`src/rtl/param_code_lock.sv`:
```
// Parametrised keypad sequence lock: programmable code, attempt counting with timed
// lockout, and an idle timeout that abandons partial entries. All outputs registered.
module param_code_lock #(
   parameter int unsigned N_BUTTONS      = 4,
   parameter int unsigned CODE_LEN       = 4,
   parameter int unsigned MAX_TRIES      = 3,
   parameter int unsigned LOCKOUT_CYCLES = 1000,
   parameter int unsigned TIMEOUT_CYCLES = 500
) (
   input  logic                           clk,
   input  logic                           rst,
   input  logic [N_BUTTONS-1:0]           key,
   input  logic                           lock_req,
   input  logic                           prog_req,
   output logic [2:0]                     state,
   output logic                           unlocked,
   output logic                           locked_out,
   output logic                           fail,
   output logic [$clog2(CODE_LEN+1)-1:0]  entry_cnt,
   output logic [$clog2(MAX_TRIES+1)-1:0] tries_left
);

   localparam int unsigned KW  = $clog2(N_BUTTONS);
   localparam int unsigned CW  = $clog2(CODE_LEN + 1);
   localparam int unsigned IW  = $clog2(CODE_LEN);
   localparam int unsigned TW  = $clog2(MAX_TRIES + 1);
   localparam int unsigned ITW = $clog2(TIMEOUT_CYCLES);
   localparam int unsigned LTW = $clog2(LOCKOUT_CYCLES + 1);

   typedef enum logic [2:0] {
      StLocked   = 3'd0,
      StEntry    = 3'd1,
      StUnlocked = 3'd2,
      StProgram  = 3'd3,
      StLockout  = 3'd4
   } state_e;

   state_e                       state_q, state_d;
   logic [CW-1:0]                cnt_q, cnt_d;
   logic                         mism_q, mism_d;
   logic [TW-1:0]                tries_q, tries_d;
   logic [ITW-1:0]               idle_q, idle_d;
   logic [LTW-1:0]               lout_q, lout_d;
   logic [CODE_LEN-1:0][KW-1:0]  code_q, code_d;
   logic [CODE_LEN-1:0][KW-1:0]  shadow_q, shadow_d;
   logic                         fail_q, fail_d;
   logic                         unlocked_q, locked_out_q;

   logic          key_any, key_valid, key_mis, last_key, idle_done;
   logic [KW-1:0] key_idx;
   logic [IW-1:0] pos;

   always_comb begin
      key_idx = '0;
      for (int unsigned i = 0; i < N_BUTTONS; i++) begin
         if (key[i]) key_idx = KW'(i);
      end
      key_any   = |key;
      key_valid = key_any && ((key & (key - N_BUTTONS'(1))) == '0);
      pos       = IW'(cnt_q);
      key_mis   = !key_valid || (key_idx != code_q[pos]);
      last_key  = (cnt_q == CW'(CODE_LEN - 1));
      idle_done = (idle_q == ITW'(TIMEOUT_CYCLES - 1));
   end

   always_comb begin
      state_d  = state_q;
      cnt_d    = cnt_q;
      mism_d   = mism_q;
      tries_d  = tries_q;
      idle_d   = idle_q;
      lout_d   = lout_q;
      code_d   = code_q;
      shadow_d = shadow_q;
      fail_d   = 1'b0;
      unique case (state_q)
         StLocked: begin
            idle_d = '0;
            if (key_any) begin
               state_d = StEntry;
               cnt_d   = CW'(1);
               mism_d  = key_mis;
            end
         end
         StEntry: begin
            if (key_any) begin
               idle_d = '0;
               if (last_key) begin
                  cnt_d = '0;
                  if (mism_q || key_mis) begin
                     fail_d  = 1'b1;
                     tries_d = tries_q - TW'(1);
                     if (tries_q == TW'(1)) begin
                        state_d = StLockout;
                        lout_d  = LTW'(LOCKOUT_CYCLES);
                     end else begin
                        state_d = StLocked;
                     end
                  end else begin
                     state_d = StUnlocked;
                     tries_d = TW'(MAX_TRIES);
                  end
               end else begin
                  cnt_d  = cnt_q + CW'(1);
                  mism_d = mism_q | key_mis;
               end
            end else if (idle_done) begin
               // Abandoned entry: silent return, no attempt charged.
               state_d = StLocked;
               cnt_d   = '0;
               idle_d  = '0;
            end else begin
               idle_d = idle_q + ITW'(1);
            end
         end
         StUnlocked: begin
            if (lock_req) begin
               state_d = StLocked;
            end else if (prog_req) begin
               state_d  = StProgram;
               cnt_d    = '0;
               idle_d   = '0;
               shadow_d = '0;
            end
         end
         StProgram: begin
            if (lock_req) begin
               state_d = StLocked;
               cnt_d   = '0;
            end else if (key_any) begin
               idle_d = '0;
               if (!key_valid) begin
                  state_d = StUnlocked;
                  cnt_d   = '0;
               end else begin
                  shadow_d[pos] = key_idx;
                  if (last_key) begin
                     code_d  = shadow_d;
                     state_d = StUnlocked;
                     cnt_d   = '0;
                  end else begin
                     cnt_d = cnt_q + CW'(1);
                  end
               end
            end else if (idle_done) begin
               state_d = StUnlocked;
               cnt_d   = '0;
               idle_d  = '0;
            end else begin
               idle_d = idle_q + ITW'(1);
            end
         end
         StLockout: begin
            lout_d = lout_q - LTW'(1);
            if (lout_q <= LTW'(1)) begin
               state_d = StLocked;
               lout_d  = '0;
               tries_d = TW'(MAX_TRIES);
            end
         end
         default: state_d = StLocked;
      endcase
   end

   always_ff @(posedge clk) begin
      if (!rst) begin
         state_q      <= StLocked;
         cnt_q        <= '0;
         mism_q       <= 1'b0;
         tries_q      <= TW'(MAX_TRIES);
         idle_q       <= '0;
         lout_q       <= '0;
         shadow_q     <= '0;
         fail_q       <= 1'b0;
         unlocked_q   <= 1'b0;
         locked_out_q <= 1'b0;
         for (int unsigned i = 0; i < CODE_LEN; i++) begin
            code_q[i] <= KW'(N_BUTTONS - 1 - (i % N_BUTTONS));
         end
      end else begin
         state_q      <= state_d;
         cnt_q        <= cnt_d;
         mism_q       <= mism_d;
         tries_q      <= tries_d;
         idle_q       <= idle_d;
         lout_q       <= lout_d;
         shadow_q     <= shadow_d;
         code_q       <= code_d;
         fail_q       <= fail_d;
         unlocked_q   <= (state_d == StUnlocked) || (state_d == StProgram);
         locked_out_q <= (state_d == StLockout);
      end
   end

   assign state      = state_q;
   assign unlocked   = unlocked_q;
   assign locked_out = locked_out_q;
   assign fail       = fail_q;
   assign entry_cnt  = cnt_q;
   assign tries_left = tries_q;

endmodule

```
`config.mk`:
```
export PLATFORM = sky130hd
export DESIGN_NAME = param_code_lock
export DESIGN_NICKNAME = d
export VERILOG_FILES = /design/src/rtl/param_code_lock.sv
export SDC_FILE = /design/constraint.sdc
export NUM_CORES = 1
export LEC_CHECK = 0
export ABC_AREA = 1
export CAP_MARGIN = 20
export CORE_ASPECT_RATIO = 1.75
export CORE_MARGIN = 3
export CORE_UTILIZATION = 60
export DETAILED_ROUTE_END_ITERATION = 12
export GPL_TIMING_DRIVEN = 0
export PLACE_DENSITY = 0.83
export SLEW_MARGIN = 20
export SYNTH_ARGS = -nofsm -noshare
export SYNTH_HDL_FRONTEND = slang
export SYNTH_SLANG_ARGS = --single-unit
export TNS_END_PERCENT = 50
```
`constraint.sdc`:
```
create_clock -name clk -period 4.1 [get_ports clk]
set_clock_uncertainty 0.1 [all_clocks]
set_input_delay 0.82 -clock clk [delete_from_list [all_inputs] [get_ports clk]]
set_output_delay 0.82 -clock clk [all_outputs]
set_load 0.1 [all_outputs]
```
Word level (Yosys, flattened, before mapping)
Cells that the tools add are included.

storage, ports and cells
  input port bits = 8
  bits in registers = 47

operators by class
  equal/unequal tests = 23
  bitwise logic cells = 3
  muxes and demuxes = 61
  magnitude comparators = 3
  $add $sub $neg = 5
  reduce and logical (&&, ||, !) cells = 21

operators by type and width
  cell                                                             number
  2-to-1 mux 3 bit                                                 23
  2-to-1 mux 10 bit                                                5
  2-to-1 mux 9 bit                                                 5
  2-to-1 mux 8 bit                                                 5
  case mux 9 bit (4 select lines)                                  1
  != test 2 bit, second input constant                             12
  case mux 10 bit (2 select lines)                                 1
  AND reduction 4 bit                                              5
  2-to-1 mux 2 bit                                                 8
  case mux 8 bit (2 select lines)                                  1
  == test 3 x 2 -> 1 bit, second input constant                    5
  case mux 3 bit (5 select lines)                                  1
  case mux 3 bit (4 select lines)                                  1
  less-or-equal comparator 10 x 1 -> 1 bit, second input constant  1
  AND reduction 5 bit                                              2
  subtractor 10 x 1 -> 10 bit, second input constant               1
  adder 9 x 1 -> 9 bit, second input constant                      1
  == test 9 bit, second input constant                             1
  bitwise mux 8 bit                                                1
  == test 3 bit, second input constant                             2
  AND reduction 6 bit                                              1
  nonzero test 2 bit                                               3
  2-to-1 mux 1 bit                                                 5
  bitwise AND 4 bit                                                1
  21 further kinds                                                 24

Logic depth before layout (Yosys ltp)
Gate-level depths: netlist of the first run.

  word-level depth = 13
  depth in mapped cells = 12
  gate-level depth less buffers = 12

Least setup slack after synthesis of the first run
No wires, ideal clock.

  path kind = reg-to-reg
  from = reg cnt_q[0] (netlist: entry_cnt[0])
  to = reg lout_q[0]
  clock period less this slack = 2.522 ns
  arrival time = 2.285 ns
  cell stages (with the launch flop) = 11
  path slack = 1.578 ns
  path through = dfxtp_1 > ha_1 > inv_1 > nor2_1 > inv_1 > nor2_1 > nand2_1 > nand2_1 > nand3_4 > nand2_1 > a21oi_1

between the ends
  cells in the longest elaborated chain, start to end = 7

RTL lines
  element                                   line  text
  start, declared                           39    logic [CW-1:0] cnt_q, cnt_d;
  start signal, assigned                    182   cnt_q <= cnt_d;
  binary-select mux 2 bit (select 2 bit)    61    key_mis = !key_valid || (key_idx != code_q[pos]);
  2-to-1 mux 2 bit (not written as such)    61
  != test 2 bit                             61
  logical OR 1 bit                          61
  logical OR 1 bit                          90    if (mism_q || key_mis) begin
  != test 2 bit (no source line)            n/a
  AND reduction 5 bit (no source line) (*)  n/a
  end signal, assigned                      186   lout_q <= lout_d;
  end, declared                             43    logic [LTW-1:0] lout_q, lout_d;

Every way passes the cells marked *; elsewhere a longest branch is shown, timed or not. The select of a mux whose other input is x is not followed.
A chain may end at the register's enable or synchronous reset.

Final worst setup path of the first run
  from = reg cnt_q[0] (netlist: entry_cnt[0])
  to = out entry_cnt[0]

RTL lines
  element        line  text
  end, declared  19    output logic [$clog2(CODE_LEN+1)-1:0] entry_cnt,

No word-level cell between the ends.

==> impl_results.md, run 1 <==
- Final TNS setup: 0 ns
- Worst path bufs/invs: 1
- Maximum operating frequency: 338.0 MHz
- Gate Count Post-Synth: 369
- Critical path launch point type: register
- # DRC: 0
- Finished Layout Cells: 444
- Post-synth EDFFs: 0
- Vias in the first global route: 2333
- CTS tree: yes
- Rel. slew slack: 0.3536
- RSZ-0062 raised after global routing: no
- CTS resizes: 0
- CP Capture Type: primary output
- Hold/Removal Path Class: reg2reg
- Crit-path cells: clkdlybuf4s50_1
- Total power: 0.8735 mW
- Die Ht: 92.85 um
- Wirelength per Cell: 13.79 um
- Sequential-to-total area share from yosys stat: 0.3638
- Largest net degree at the start of global routing: 16
- Actual slew at the worst max-slew pin: 0.9666 ns
- GRT Total Usage: 0.2487
- CTS Hold Bufs: 0
- CP peak stage delay: 1.20 ns
- Status: completed
- Clk_lat worst skew: 0.30 ns
- Number of fill cells: 361
- Ys Warns: 0
- Post-CTS Setup Bufs: 0
- Antenna-violating nets left: 0
- Max stage delay cell, worst path: clkdlybuf4s50_1
- Iter 0 DRT Violations: 86
- GP Congestion: 0.9049
- Ys flop type: dfxtp_1
- Die ar.: 0.005165 mm2
- Hpwl dp: 4506 um
- MaxCap Viol Count: 0
- Most common cell in the netlist: nand2_1
- Final hold vios: 0
- VDD IR max: 0.3008 mV
- Worst EP required: 3.18 ns
- Cell Area, Placed: 0.002828 mm2
- Drt via density: 5.624
- Starting Density: 0.6232
- Final setup viols: 0
- Buffers on Ports: 18
- Area occupied by registers: 940.9 um2
- Leakage: 1.166 nW
- First-pass GRT wire length: 10230 um
- Post-synthesis cell area: 0.002586 mm2
- Top delay family on crit path: buffers and inverters
- Synth top area share: 0.3638
- CTS Buf Count: 5
- I/O pins: 19
- Top cells by area, synth: dfxtp_1 36%, nand2_1 10%, a21oi_1 7.4%, o21ai_0 6.6%, inv_1 6.5%
- Post-synth top cells: 71 x nand2_1, 47 x dfxtp_1, 45 x inv_1
- Core Region: 0.004150 mm2
- # clock sinks: 47
- Area of the multi-input gates: 0.001413 mm2
- Via count: 2497
- Clk pin slew, worst setup/hold paths: 0.09 ns
- Post-synth top area cell: dfxtp_1
- Fin crit share: 0.7215
- Antenna Cells: 0
- Final net count: 410
- Pwr per Cell Area: 299.5 mW/mm2
- CTS H-tree depth: 2
- 1st-pass router iterations: 5
- CP max FO: 9
- Synth async-reset ratio: 0
- Mean Syn Cell Area: 7.009 um2
- FF+latch count, synth: 47
- Root buf cell: clkbuf_8
- Max-slew violations: 0
- Max clock buf depth: 2
- Syn_nets: 385
- Crit path kind: reg2out
- Share of cells above drive strength 1: 0.09367
- Die extent in x: 55.63 um
- Yosys cell types: 38
- Antenna violations before repair: 0
- Cells after DPL: 436
- Synth-to-Final Area Change: 12.77%
- Final min period: 2.958 ns
- Hold_ws: 0.3525 ns
- Post-Route WL: 6121 um
- Placement row count: 31
- Worst EP arrival: 2.04 ns
- Post-layout instance area: 0.002917 mm2
- GR Overflow Total: 0
-- per-stage QoR --
stage / utilization / setup WS, ns
finish: 0.7027 / 1.142
floorplan: - / 1.578
CTS: 0.7027 / 1.151
global placement: 0.6813 / 1.231
global route: 0.7027 / 1.107
detailed placement: 0.6813 / 1.212
-- area by class of cell --
cell class,count,share of cell area
inverter,53,0.06907
clock buffer,5,0.02360
tap,49,0.02102
clock inverter,3,0.006864
buffer,5,0.01073
multi-input combinational,264,0.4843
sequential,47,0.3226
timing repair buffer,18,0.06178
-- cell families (layout without fill, tap and decap cells) --
kind of cell	count (synthesis)	in the layout	synth area share
and+or+nand+nor	160	160	0.2850
xor gates and xnor gates	4	4	0.01354
AOI/OAI and AO/OA	92	92	0.2090
adders and majority gates	8	8	0.03870
buffers and inverters	58	84	0.08998
DFF	47	47	0.3638
-- cell usage in the layout, fill, tap and decap left out, types with 6 or more instances in the layout --
cell type / Yosys / layout
dfxtp_1: 47 / 47
clkdlybuf4s50_1: 0 / 18
nor2_1: 34 / 34
nand3_1: 25 / 25
a21oi_2: 6 / 6
ha_1: 8 / 8
a21oi_1: 38 / 38
nor3_1: 6 / 6
o21ai_0: 34 / 34
nand2_1: 71 / 71
inv_1: 45 / 45
-- sequential cells by signal, summed over array words and instances, names as in the netlist --
signal / flops
entry_cnt: 3
fail: 1
lout_q: 10
unlocked: 1
code_q: 8
tries_left: 2
mism_q: 1
idle_q: 9
state: 3
shadow_q: 8
locked_out: 1
-- metal layers --
metal  track usage  wire length [um]
met5             0                 0
met4        0.1359               211
met3       0.04324               248
met2        0.4723              3331
met1        0.2480              2329
-- report_power, final --
group	internal [mW]	switching (mW)	total (mW)
combinational	0.0368	0.0879	0.125
clock	0.119	0.161	0.280
sequential	0.461	0.00766	0.469
total	0.617	0.257	0.873
-- final timing paths --
path,slack (ns),to,from,cells past startpoint
max,1.14,entry_cnt[0],entry_cnt[0],1
min,0.35,code_q[7],code_q[7],2
max reg2reg,1.94,tries_left[1],entry_cnt[0],10
min reg2reg,0.35,code_q[7],code_q[7],2
Note: power is estimated with default switching activity, not from simulation.
==> run 2: changes to the inputs <==
--- a/config.mk
+++ b/config.mk
@@ -9,10 +9,10 @@
 export CAP_MARGIN = 20
 export CORE_ASPECT_RATIO = 1.75
 export CORE_MARGIN = 3
-export CORE_UTILIZATION = 60
+export CORE_UTILIZATION = 53
 export DETAILED_ROUTE_END_ITERATION = 12
 export GPL_TIMING_DRIVEN = 0
-export PLACE_DENSITY = 0.83
+export PLACE_DENSITY = 0.78
 export SLEW_MARGIN = 20
 export SYNTH_ARGS = -nofsm -noshare
 export SYNTH_HDL_FRONTEND = slang
==> constraint.sdc (replaced) <==
create_clock -name clk -period 2.56 [get_ports clk]
set_clock_uncertainty 0.1 [all_clocks]
set_input_delay 0.512 -clock clk [delete_from_list [all_inputs] [get_ports clk]]
set_output_delay 0.512 -clock clk [all_outputs]
set_load 0.1 [all_outputs]
==> impl_results.md, run 2 (synthesis results as in run 1) <==
- GRT Total Usage: 0.2299 (-0.01883)
- Max stage delay cell, worst path: clkdlybuf4s50_1
- Actual slew at the worst max-slew pin: 0.9850 ns (+0.01838 ns)
- Wirelength per Cell: 13.66 um (-0.93%)
- Max reg flops: 10 (unchanged)
- Critical path launch point type: register
- CTS Hold Bufs: 0 (unchanged)
- Clk pin slew, worst setup/hold paths: 0.09 ns (about the same)
- Int Pwr: 1.183 mW (+92%)
- Die ar.: 0.005787 mm2 (+12%)
- Area occupied by registers: 940.9 um2 (unchanged)
- Top reg by flops: lout_q
- I/O pins: 19 (unchanged)
- Pwr per Cell Area: 536.3 mW/mm2 (+79%)
- Worst slack at placement: -0.02132 ns (-1.233 ns)
- CP Capture Type: primary output
- Largest net degree at the start of global routing: 16 (unchanged)
- Die extent in x: 58.81 um (+5.7%)
- CTS tree: yes
- Area of the multi-input gates: 0.001413 mm2 (unchanged)
- Leading cell types in the layout, fill and taps excluded: 71 x nand2_1, 47 x dfxtp_1, 45 x inv_1
- Max-slew violations: 0 (unchanged)
- CP peak stage delay: 1.15 ns (-0.05 ns)
- Starting Density: 0.5494 (-0.07371)
- Number of fill cells: 446 (+24%)
- Worst path bufs/invs: 1 (unchanged)
- GR Overflow Total: 0 (unchanged)
- Root buf cell: clkbuf_8
- # clock sinks: 47 (unchanged)
- Share of cells above drive strength 1: 0.09367 (unchanged)
- VDD IR max: 0.6018 mV (+100%)
- Maximum operating frequency: 405.9 MHz
- First-pass GRT wire length: 10460 um (+2.3%)
- Antenna Cells: 0 (unchanged)
- Final min period: 2.464 ns
- Die Ht: 98.41 um (+6.0%)
- # DRC: 0 (unchanged)
- Antenna-violating nets left: 0 (unchanged)
- Crit path kind: reg2out
- Final TNS setup: 0 ns (unchanged)
- Sequential group share of total power: 0.473 (-0.064)
- Buffers on Ports: 18 (unchanged)
- Worst EP arrival: 1.85 ns (-0.19 ns)
- Sw power: 0.4049 mW (+58%)
- Switching Share: 0.2549 (-0.03906)
- Rel. slew slack: 0.3413 (-0.01229)
- Max clock buf depth: 2 (unchanged)
- CP max FO: 4 (-5)
- Top delay family on crit path: buffers and inverters
- MaxCap Viol Count: 0 (unchanged)
- Via count: 2487 (-0.40%)
- Crit-path cells: clkdlybuf4s50_1
- Combinational Power Share: 0.122 (-0.021)
- Hold/Removal Path Class: reg2reg
- Iter 0 DRT Violations: 82 (-4.7%)
- 1st-pass router iterations: 4 (-1)
- RSZ-0062 raised after global routing: no
- Final setup viols: 0 (unchanged)
- GP Congestion: 0.8946 (-1.1%)
- Hpwl dp: 4615 um (+2.4%)
- Clock network fraction of design power: 0.405 (+0.084)
- Drt via density: 5.564 (-1.1%)
- Most common cell after layout, fill and taps aside: nand2_1
- CTS Buf Count: 5 (unchanged)
- Core Region: 0.004707 mm2 (+13%)
- Leakage: 1.209 nW (+3.7%)
- Final hold vios: 0 (unchanged)
- Final Worst Setup Slack: 0.09604 ns (-1.046 ns)
- Vias in the first global route: 2365 (+1.4%)
- Fin crit share: 0.9625
- Clk_lat worst skew: 0.30 ns (about the same)
- Largest regs: lout_q (10), idle_q (9)
- Worst EP required: 1.95 ns (-1.23 ns)
- Post-Route WL: 6105 um (-0.26%)
- Final net count: 410 (unchanged)
- Synth-to-Final Area Change: 14.51%
- Antenna violations before repair: 0 (unchanged)
- Placement row count: 33 (+6.5%)
- CTS H-tree depth: 2 (unchanged)
- Status: completed
[run 2: per-layer routing]
| layer | part of all wire | track usage | vias up |
|---|---|---|---|
| li1 | - | - | 1273 |
| met1 | 0.39 | 0.2422 | 1157 |
| met4 | 0.025 | 0.1082 | 0 |
| met3 | 0.027 | 0.03670 | 11 |
| met2 | 0.56 | 0.4225 | 46 |
| met5 | 0 | 0 | - |
[run 2: power by group through the flow]
| stage | clock [mW] | combinational, mW | sequential, mW |
|---|---|---|---|
| CTS | 0.653 | 0.192 | 0.751 |
| global route | 0.678 | 0.211 | 0.753 |
| global placement | 0 | 0.192 | 0.768 |
| detailed placement | 0 | 0.193 | 0.768 |
| floorplan | 0 | 0.109 | 0.798 |
| finish | 0.644 | 0.193 | 0.751 |
[run 2: final timing paths]
path                      start             to  slack (ns)  depth (start not counted)
setup / recovery  tries_left[0]  tries_left[0]         0.1                          1
hold / removal        code_q[6]      code_q[6]        0.35                          2
setup reg to reg   entry_cnt[0]      lout_q[1]        0.38                         10
hold reg to reg       code_q[6]      code_q[6]        0.35                          2
[run 2: final cells by class]
class | count | area share
tap | 52 | 0.02197
sequential | 47 | 0.3177
buffer | 5 | 0.01056
clock buffer | 5 | 0.02324
multi-input combinational | 264 | 0.4770
clock inverter | 3 | 0.02281
timing repair buffer | 18 | 0.05872
inverter | 53 | 0.06802
[run 2: through the flow]
stage	instance area, um2	hold slack (ns)	std cells	util	power, mW
5_1_grt	2962	0.3778	447	0.6292	1.643
2_1_floorplan	2586	0.3200	369	-	0.9069
3_3_place_gp	2831	0.3317	439	0.6015	0.9599
3_5_place_dp	2831	0.3403	439	0.6015	0.9609
6_report	2962	0.3511	447	0.6292	1.588
4_1_cts	2962	0.3541	447	0.6292	1.596
[run 2: repair_timing]
| item | in CTS | in global routing |
|---|---|---|
| buffers inserted | 0 | 0 |
| resized for setup | 5 | 0 |
| endpoints found under the setup margin | 5 | 0 |
